## config.mk

```make
export PLATFORM = sky130hd
export DESIGN_NAME = maj_fold_seq
export DESIGN_NICKNAME = d
export VERILOG_FILES = /design/src/rtl/maj_fold_seq.sv
export SDC_FILE = /design/constraint.sdc
export NUM_CORES = 1
export LEC_CHECK = 0
export CORE_MARGIN = 4
export CORE_UTILIZATION = 38
export DETAILED_ROUTE_END_ITERATION = 8
export PLACE_DENSITY = 0.61
export SLEW_MARGIN = 25
export SYNTH_ARGS = -nofsm -noshare
export SYNTH_HDL_FRONTEND = slang
export SYNTH_SLANG_ARGS = --single-unit
```

## constraint.sdc

```tcl
create_clock -name clk -period 4.4 [get_ports clk]
set_input_delay 0.88 -clock clk [delete_from_list [all_inputs] [get_ports clk]]
set_output_delay 0.88 -clock clk [all_outputs]
set_load 0.005 [all_outputs]
```

## src/rtl/maj_fold_seq.sv

```systemverilog
// Folded N-input threshold/majority evaluator: one K-bit popcount slice reused over ceil(N/K) cycles.
// Optional early decision exit is enabled by defining MAJ_FOLD_EARLY_EXIT_EN.
`timescale 1ns/1ps

module maj_fold_seq #(
    parameter int N      = 27,
    parameter int K      = 9,
    parameter int THRESH = (N + 1) / 2
) (
    input  logic                       clk,
    input  logic                       rst,
    input  logic                       in_valid,
    output logic                       in_ready,
    input  logic [N-1:0]               in_vec,
    output logic                       out_valid,
    input  logic                       out_ready,
    output logic                       y,
    output logic [$clog2(N+1)-1:0]     count,
    output logic                       busy
);

    localparam int CW    = $clog2(N + 1);
    localparam int FOLDS = (N + K - 1) / K;
    localparam int FW    = (FOLDS > 1) ? $clog2(FOLDS) : 1;

    localparam logic [CW-1:0] THR = CW'(THRESH);

    typedef enum logic [1:0] {
        IDLE = 2'd0,
        RUN  = 2'd1,
        DONE = 2'd2
    } state_t;

    state_t          state_q, state_d;
    logic [N-1:0]    sh_q;
    logic [CW-1:0]   acc_q;
    logic [FW-1:0]   fold_q;
    logic [CW-1:0]   y_cnt_q;
    logic            y_q;

    logic [CW-1:0]   fold_pop;
    logic [CW-1:0]   acc_next;
    logic            last_fold;
    logic            done_now;
    logic            accept;
    logic            finish;

    // Popcount of the lowest K bits of the shift register; padding bits are already zero.
    always_comb begin
        fold_pop = '0;
        for (int i = 0; i < K; i++) begin
            fold_pop = fold_pop + CW'(sh_q[i]);
        end
    end

    assign acc_next  = acc_q + fold_pop;
    assign last_fold = (fold_q == FW'(FOLDS - 1));

`ifdef MAJ_FOLD_EARLY_EXIT_EN
    localparam logic [CW-1:0] KC    = CW'(K);
    localparam logic [CW:0]   THR_W = (CW+1)'(THRESH);

    logic [CW-1:0] rem_q;
    logic [CW-1:0] rem_next;

    // rem_q counts input bits not yet folded into the accumulator.
    assign rem_next = (rem_q > KC) ? (rem_q - KC) : '0;
    assign done_now = last_fold || (acc_next >= THR) ||
                      (({1'b0, acc_next} + {1'b0, rem_next}) < THR_W);

    always_ff @(posedge clk or posedge rst) begin
        if (rst) begin
            rem_q <= '0;
        end else if (accept) begin
            rem_q <= CW'(N);
        end else if (state_q == RUN) begin
            rem_q <= rem_next;
        end
    end
`else
    assign done_now = last_fold;
`endif

    always_ff @(posedge clk or posedge rst) begin
        if (rst) begin
            state_q <= IDLE;
        end else begin
            state_q <= state_d;
        end
    end

    always_comb begin
        state_d = state_q;
        accept  = 1'b0;
        finish  = 1'b0;
        case (state_q)
            IDLE: begin
                if (in_valid) begin
                    accept  = 1'b1;
                    state_d = RUN;
                end
            end
            RUN: begin
                if (done_now) begin
                    finish  = 1'b1;
                    state_d = DONE;
                end
            end
            DONE: begin
                if (out_ready) begin
                    state_d = IDLE;
                end
            end
            default: state_d = IDLE;
        endcase
    end

    // Datapath; result registers are only written when a fold sequence finishes, so they hold after the handshake.
    always_ff @(posedge clk or posedge rst) begin
        if (rst) begin
            sh_q    <= '0;
            acc_q   <= '0;
            fold_q  <= '0;
            y_q     <= 1'b0;
            y_cnt_q <= '0;
        end else begin
            if (accept) begin
                sh_q   <= in_vec;
                acc_q  <= '0;
                fold_q <= '0;
            end else if (state_q == RUN) begin
                sh_q   <= sh_q >> K;
                acc_q  <= acc_next;
                fold_q <= fold_q + 1'b1;
            end
            if (finish) begin
                y_q     <= (acc_next >= THR);
                y_cnt_q <= acc_next;
            end
        end
    end

    assign in_ready  = (state_q == IDLE);
    assign out_valid = (state_q == DONE);
    assign busy      = (state_q != IDLE);
    assign y         = y_q;
    assign count     = y_cnt_q;

endmodule

```

### Word level (Yosys, flattened, before mapping)

Index checks and enable logic that the tools add are counted.

* $add $sub $neg: 10
* order comparisons: 1
* equal/unequal tests: 6
* mux-type cells: 14
* reductions and logical operators: 4

Operator list (count)
* $mux 27: 2
* $add 5x1->5: 4
* $mux 2: 5
* $mux 5: 2
* $pmux 2 s3: 1
* $add 4x1->5: 1
* $add 5x5->5: 1
* $ge 5x4->1 const B: 1
* $add 3x1->4: 1
* $eq 2x2->1 const B: 2
* $mux 1: 4
* $ne 2x2->1 const B: 2
* $reduce_bool 2->1: 2
* $add 2x1->3: 1
* $reduce_and 3->1: 1
* $add 1x1->2: 1
* $add 2x1->2 const B: 1
* $eq 2x1->1 const B: 1
* $logic_not 2->1: 1
* $ne 2x1->1 const B: 1

* flip-flop bits (word level): 42
* input port bits: 31

### Depth between registers and ports, before layout

Gate-level depths: netlist (run 1).

* depth in word-level cells: 11
* depth in mapped cells: 11
* mapped depth without buffers: 11

### Least setup slack after synthesis (run 1)

No wires, ideal clock.

* path kind: register to register
* start point: register sh_q[0]
* end point: register y_q, in the netlist y
* library setup time: 129 ps
* data arrival time: 3156 ps
* required time: 4271 ps
* path slack: 1115 ps
* stages on the path, launching flop included: 12
* path through: dfrtp_1 fa_1 inv_1 fa_1 fa_1 inv_1 ha_1 fa_1 a21o_1 a21oi_1 xnor2_1 a31oi_1

* cells in the longest elaborated chain, start to end: 10

Ends and longest elaborated chain
* start, declared: line 35 `logic [N-1:0] sh_q;`
* start signal, assigned: line 128 `sh_q <= in_vec;`
* start signal, assigned: line 132 `sh_q <= sh_q >> K;`
* $add 1x1->2: line 52 `fold_pop = fold_pop + CW'(sh_q[i]);`
* $add 2x1->3: line 52
* $add 3x1->4: line 52
* $add 4x1->5: line 52
* $add 5x1->5 (4 in series): line 52
* $add 5x5->5: line 56 `assign acc_next = acc_q + fold_pop;`
* $ge 5x4->1: line 137 `y_q <= (acc_next >= THR);`
* end signal, assigned: line 137
* end, declared: line 39 `logic y_q;`

No other way between the ends.
A chain may end at the register's enable or synchronous reset.

### Worst setup path after layout (run 1)

Ends and elaborated chain as after synthesis.

==> results of run 1 <==
==> state kept, by name, summed over array words and instances (netlist names) <==
name and cells:
sh_q 27, state_q 2, count 5, y 1
acc_q 5, fold_q 2
==> worst max-delay path by stage <==
| stage | to | slack, ps | cells after the start |
|---|---|---|---|
| detailed placement | y | 920 | 11 |
| finish | y | 900 | 11 |
| global placement | y | 1030 | 11 |
| global route | y | 700 | 11 |
| floorplan | y | 1110 | 11 |
| CTS | y | 890 | 11 |
==> tightest hold or removal path, stage by stage, from the launching register on <==
cell	delay, ps
sky130_fd_sc_hd__dfrtp_1	350
sky130_fd_sc_hd__nand2_1	50
sky130_fd_sc_hd__nand2_1	50
==> through the flow <==
stage / utilization / instances
2_1_floorplan: - / 208
3_3_place_gp: 0.481 / 309
3_5_place_dp: 0.481 / 309
4_1_cts: 0.503 / 317
5_1_grt: 0.503 / 317
6_report: 0.503 / 317
==> layer usage <==
metal | track usage | up-vias
met3 | 0.0318 | 6
met1 | 0.185 | 726
met4 | 0.0449 | 0
met2 | 0.215 | 33
met5 | 0 | -
li1 | - | 773
==> cells in the final DEF, fill, tap and decap left out, types with 4 or more instances in the layout <==
master / count
sky130_fd_sc_hd__a21oi_1: 4
sky130_fd_sc_hd__fa_1: 6
sky130_fd_sc_hd__nor3_1: 6
sky130_fd_sc_hd__a221o_1: 5
sky130_fd_sc_hd__dfrtp_1: 42
sky130_fd_sc_hd__ha_1: 7
sky130_fd_sc_hd__inv_1: 18
sky130_fd_sc_hd__o21ai_1: 4
sky130_fd_sc_hd__a22oi_1: 13
sky130_fd_sc_hd__clkbuf_8: 5
sky130_fd_sc_hd__nand3_1: 4
sky130_fd_sc_hd__nand2_1: 53
sky130_fd_sc_hd__o21ai_0: 16
sky130_fd_sc_hd__clkdlybuf4s50_1: 39
==> cell families (layout without fill, tap and decap cells) <==
| kind of cell | Yosys count | after routing |
|---|---|---|
| XOR/XNOR | 3 | 3 |
| adder cells (fa/ha/maj) | 13 | 13 |
| buffers and inverters | 29 | 68 |
| multiplexers | 2 | 2 |
| AND/OR/NAND/NOR | 73 | 73 |
| flip-flops | 42 | 42 |
| AO/OA/AOI/OAI | 46 | 46 |
==> area by class of cell <==
cell class	instances	area share
Clock buffer	5	0.0264
Clock inverter	3	0.0168
Inverter	18	0.0260
Multi-Input combinational cell	137	0.335
Sequential cell	42	0.404
Tap cell	70	0.0337
Timing Repair Buffer	42	0.159
==> out/qor.txt, run 1 <==
run status: finished clean
net count after synthesis: 252
final hold viol count: 0
placed wire-length estimate after detailed placement: 2.96 mm
largest family of logic cells by synthesized area: simple AND/OR/NAND/NOR gates
top area cells in the synthesized netlist: sky130_fd_sc_hd__dfrtp_1, sky130_fd_sc_hd__nand2_1, sky130_fd_sc_hd__fa_1, sky130_fd_sc_hd__a22oi_1, sky130_fd_sc_hd__ha_1
first element of the critical path: sh_q[0]
critical-path cell list: fa_1 -> inv_1 -> fa_1 -> fa_1 -> inv_1 -> ha_1 -> fa_1 -> a21o_1 -> a21oi_1 -> xnor2_1 -> a31oi_1
synth unique cells: 30
Post-Syn Area: 2060 µm²
Synthesis Warnings: 0
final estimated routing congestion in global placement: 0.755
sum of negative setup slack: 0 ps
synthesized flop and latch total: 42
number of max-cap violations: 0
portion of netlist area occupied by mux cells: 0.0103
top cell type by total area after synthesis: sky130_fd_sc_hd__dfrtp_1
category of the worst setup path capture point: flip-flop
top-level port count: 40
adder-cell area share of the yosys netlist: 0.101
Met3 Routed Length: 147 µm
wire length of the first global-routing pass: 6.93 mm
total grt overflow: 0
number of DRC markers in iteration 0: 115
Cells on Worst Hold Path: 2
number of antenna violations at the first check in global routing: 0
vias per cell: 4.85
antenna fix cells: 0
maximum number of pins on one net before global-route repair: 44
CTS root buffer: sky130_fd_sc_hd__clkbuf_8
clock tree from TritonCTS: yes
sequential fraction of the synthesis area: 0.511
unrepaired setup endpoints after global routing: no
antenna-violating nets left: 0
multi-input gate area in the final layout: 871 µm²
count of filler cells inserted in the layout: 490
clock skew after layout: 9.43 ps
Mean Syn Cell Area: 9.89 µm²
Post-CTS Setup Bufs: 0
dpl ws: 922 ps
storage element area: 1050 µm²
cell count of the worst reg-to-reg path: 11
Nets: 290
met2 routed WL: 2.03 mm
fin. max-slew vios: 0
fraction of layout cells with a size suffix above 1: 0.0607
xor and xnor area share after synthesis: 0.0128
DR vias: 1538
hold buffer count at CTS: 0
Initial Util: 0.398
post-route cell area: 2600 µm²
Post-Route Hold Slack: 485 ps
core area: 5170 µm²
die area: 6650 µm²
total routing usage reported by global routing: 0.136
post-synthesis async set-or-reset flop share: 1.00
average wire per cell in the routed design: 13.2 µm
number of placement rows: 26
hold crit path type: reg -> reg
final setup violation count: 0
basic-gate share of the synthesized area counting and, or, nand and nor cells: 0.155
Worst Min Path Start: sh_q[12]
number of design rule violations left after detail routing: 0
achievable clock frequency: 0.285 GHz
met1 wire length: 1.96 mm
Max FO, Critical Path: 3
biggest cell delay along the critical path: 550 ps
critical path buffer and inverter count: 2
kind of launch point of the worst setup path: flip-flop
count of flip-flops with a built-in enable after synthesis: 0
kind of cell with the highest combined delay on the critical path: adder cells
dpl cell area: 2490 µm²
type of the worst setup path: reg -> reg
WP data required: 4570 ps
worst slew pin tran: 981 ps
cell with the most instances after synthesis: sky130_fd_sc_hd__nand2_1
number of optimization iterations in the first detailed-route pass: 4
post-cts sizing count: 0
number of global-route vias before repair: 1470
Worst Hold Endpoint: sh_q[12]
Register-to-Register Setup Slack: 900 ps
Max Root-Sink Buffers: 2
smallest setup slack after layout: 895 ps
source of the worst register-to-register timing path: sh_q[0]
Die X: 81.6 µm
uppermost layer routed: met4
commonest register cell after synthesis: sky130_fd_sc_hd__dfrtp_1
area fraction in compound gates after synthesis: 0.144
instance count of the mapped netlist: 208
clock-pin slew reported for the worst setup and hold paths after clock tree synthesis: 90 ps
WL final: 4.18 mm
Synth top area share: 0.511
Tcrit/Tclk final: 0.796
cell types with the highest counts after synthesis: sky130_fd_sc_hd__nand2_1, sky130_fd_sc_hd__dfrtp_1, sky130_fd_sc_hd__inv_1
headroom to the max-slew limit: 0.343
vertical extent of the die: 81.6 µm
Worst EP arrival: 3680 ps
crit path time final: 3500 ps
number of clock buffers inserted by TritonCTS: 5
Crit-path slowest cell: sky130_fd_sc_hd__fa_1
growth of design area from synthesis to finish: 26.5%
most frequent CP cell: sky130_fd_sc_hd__fa_1
H-tree Lvls: 2
terminus of the critical flop-to-flop path: y
buffers added on ports: 39
clock insertion delay at the later pin of the skew report: 300 ps
sink count of the clock tree: 42
Power of run 1 is not shown: default switching activity piles up to over one toggle a cycle in this logic, so the estimate is an artifact.
==> run 2, diff against run 1 <==
- PLACE_DENSITY: 0.61 -> 0.63
- clock period: 4.4 -> 3 ns (I/O delays scaled with it)
==> run 2 against run 1 <==
Against the previous run:
- the run now ends with negative setup slack left
- largest cell class unchanged
- count of clock-buffer cells in the layout did not move
- sequential share of layout area fell by 1.4 points
- utilization rose by 1.7 points
- global-route usage rose by 0.20 points
- register-to-register slack got worse by 1100 ps
- critical path type unchanged
==> out/qor.txt, run 2 (synthesis results as in run 1) <==
clock-pin slew reported for the worst setup and hold paths after clock tree synthesis: 70 ps
dpl ws: -275 ps
Nets: 297
placed wire-length estimate after detailed placement: 2.86 mm
clock skew after layout: 3.48 ps
Max FO, Critical Path: 2
number of antenna violations at the first check in global routing: 0
register bank with the most flops: sh_q
type of the worst setup path: reg -> reg
Tcrit/Tclk final: 1.07
fraction of layout cells with a size suffix above 1: 0.146
H-tree Lvls: 2
Die X: 81.6 µm
cell count of the worst reg-to-reg path: 11
number of DRC markers in iteration 0: 78
achievable clock frequency: 0.311 GHz
category of the worst setup path capture point: flip-flop
wire length of the first global-routing pass: 6.85 mm
Crit-path slowest cell: sky130_fd_sc_hd__fa_1
sink count of the clock tree: 42
number of max-cap violations: 0
Worst Hold Endpoint: count[1]
worst slew pin tran: 735 ps
unrepaired setup endpoints after global routing: yes
buffers added on ports: 39
total grt overflow: 0
terminus of the critical flop-to-flop path: y
number of optimization iterations in the first detailed-route pass: 4
kind of launch point of the worst setup path: flip-flop
Cells on Worst Hold Path: 2
final hold viol count: 0
count of placed standard cells in the final layout, fillers left out: 323
failing checks: negative setup slack
Initial Util: 0.398
total routing usage reported by global routing: 0.138
most common cell after layout, fill and taps aside: sky130_fd_sc_hd__nand2_1
vertical extent of the die: 81.6 µm
headroom to the max-slew limit: 0.510
clock insertion delay at the later pin of the skew report: 290 ps
hold crit path type: reg -> reg
antenna-violating nets left: 0
first element of the critical path: sh_q[0]
biggest cell delay along the critical path: 540 ps
DR vias: 1562
Worst Min Path Start: count[1]
count of filler cells inserted in the layout: 468
clock tree from TritonCTS: yes
core area: 5170 µm²
fin. max-slew vios: 0
number of flip-flops under the largest register name: 27
growth of design area from synthesis to finish: 30.9%
Post-Route Hold Slack: 479 ps
WL final: 4.12 mm
final estimated routing congestion in global placement: 0.805
placed cell count: 313
run status: finished, violations left
hold buffer count at CTS: 0
number of global-route vias before repair: 1467
average wire per cell in the routed design: 12.8 µm
maximum number of pins on one net before global-route repair: 43
top-level port count: 40
critical-path cell list: fa_1 -> inv_1 -> fa_2 -> fa_1 -> inv_2 -> ha_4 -> fa_2 -> inv_2 -> nor3_2 -> mux2i_1 -> a31oi_1
Max Root-Sink Buffers: 2
die area: 6650 µm²
CTS root buffer: sky130_fd_sc_hd__clkbuf_8
commonest cells after routing, fill and taps aside: sky130_fd_sc_hd__nand2_1, sky130_fd_sc_hd__dfrtp_1, sky130_fd_sc_hd__clkdlybuf4s50_1
Register-to-Register Setup Slack: -210 ps
crit path time final: 3210 ps
Worst EP arrival: 3420 ps
WP data required: 3210 ps
vias per cell: 4.84
antenna fix cells: 0
smallest setup slack after layout: -212 ps
number of clock buffers inserted by TritonCTS: 5
number of design rule violations left after detail routing: 0
final setup violation count: 7
number of placement rows: 26
source of the worst register-to-register timing path: sh_q[0]
-- run 2: metal layers --
layer / up-vias / part of all wire / routed length [µm] / global-route usage
li1: 783 / - / - / -
met1: 741 / 0.48 / 2000 / 0.191
met2: 30 / 0.46 / 1890 / 0.204
met3: 8 / 0.031 / 129 / 0.0197
met4: 0 / 0.026 / 108 / 0.0847
met5: - / 0 / 0 / 0
-- run 2: worst max-delay path by stage --
stage / end / slack (ps)
after global placement: y / -190
after detailed placement: y / -270
after CTS: y / -230
after floorplan: y / -130
after global routing: y / -340
final: y / -210
-- run 2: area by class of cell --
| cell class | instances | area (µm²) | area share |
|---|---|---|---|
| multi-input cells | 137 | 938 | 0.349 |
| inverters | 18 | 67.6 | 0.0251 |
| repair buffers | 49 | 469 | 0.174 |
| clock inverters | 2 | 10.0 | 0.00372 |
| flip-flops and latches | 42 | 1050 | 0.390 |
| well taps | 70 | 87.6 | 0.0325 |
| clock buffers | 5 | 68.8 | 0.0256 |
-- run 2: worst max-delay path, delay by kind of cell, from the launching register on --
family          cells  cell delay (ps)
flops               1              400
mux                 1               90
fa+ha+maj           5             2160
buf+inv             3              150
simple gates        1              180
compound gates      1              150
-- run 2: timing repair --
action / CTS / global route
buffers inserted: 0 / 3
setup endpoints to repair: 9 / 9
gates resized for setup: 14 / 3
pin swaps: 4 / 3
-- run 2: stage by stage --
step / TNS, ps / utilization / cell area (µm²)
2_1_floorplan: -303 / - / 2070
3_3_place_gp: -1050 / 0.489 / 2530
3_5_place_dp: -1450 / 0.489 / 2530
4_1_cts: -917 / 0.512 / 2650
5_1_grt: -1840 / 0.521 / 2690
6_report: -811 / 0.521 / 2690
Power of run 2 is left out for the same reason.
==> run 3, diff against run 2 <==
- ABC_CLOCK_PERIOD_IN_PS: unset -> 3000
- GPL_ROUTABILITY_DRIVEN: unset -> 1
==> results of run 3 <==
Final layout, timing and power as in run 2 (identical DEF).
Power of run 3 is left out for the same reason.
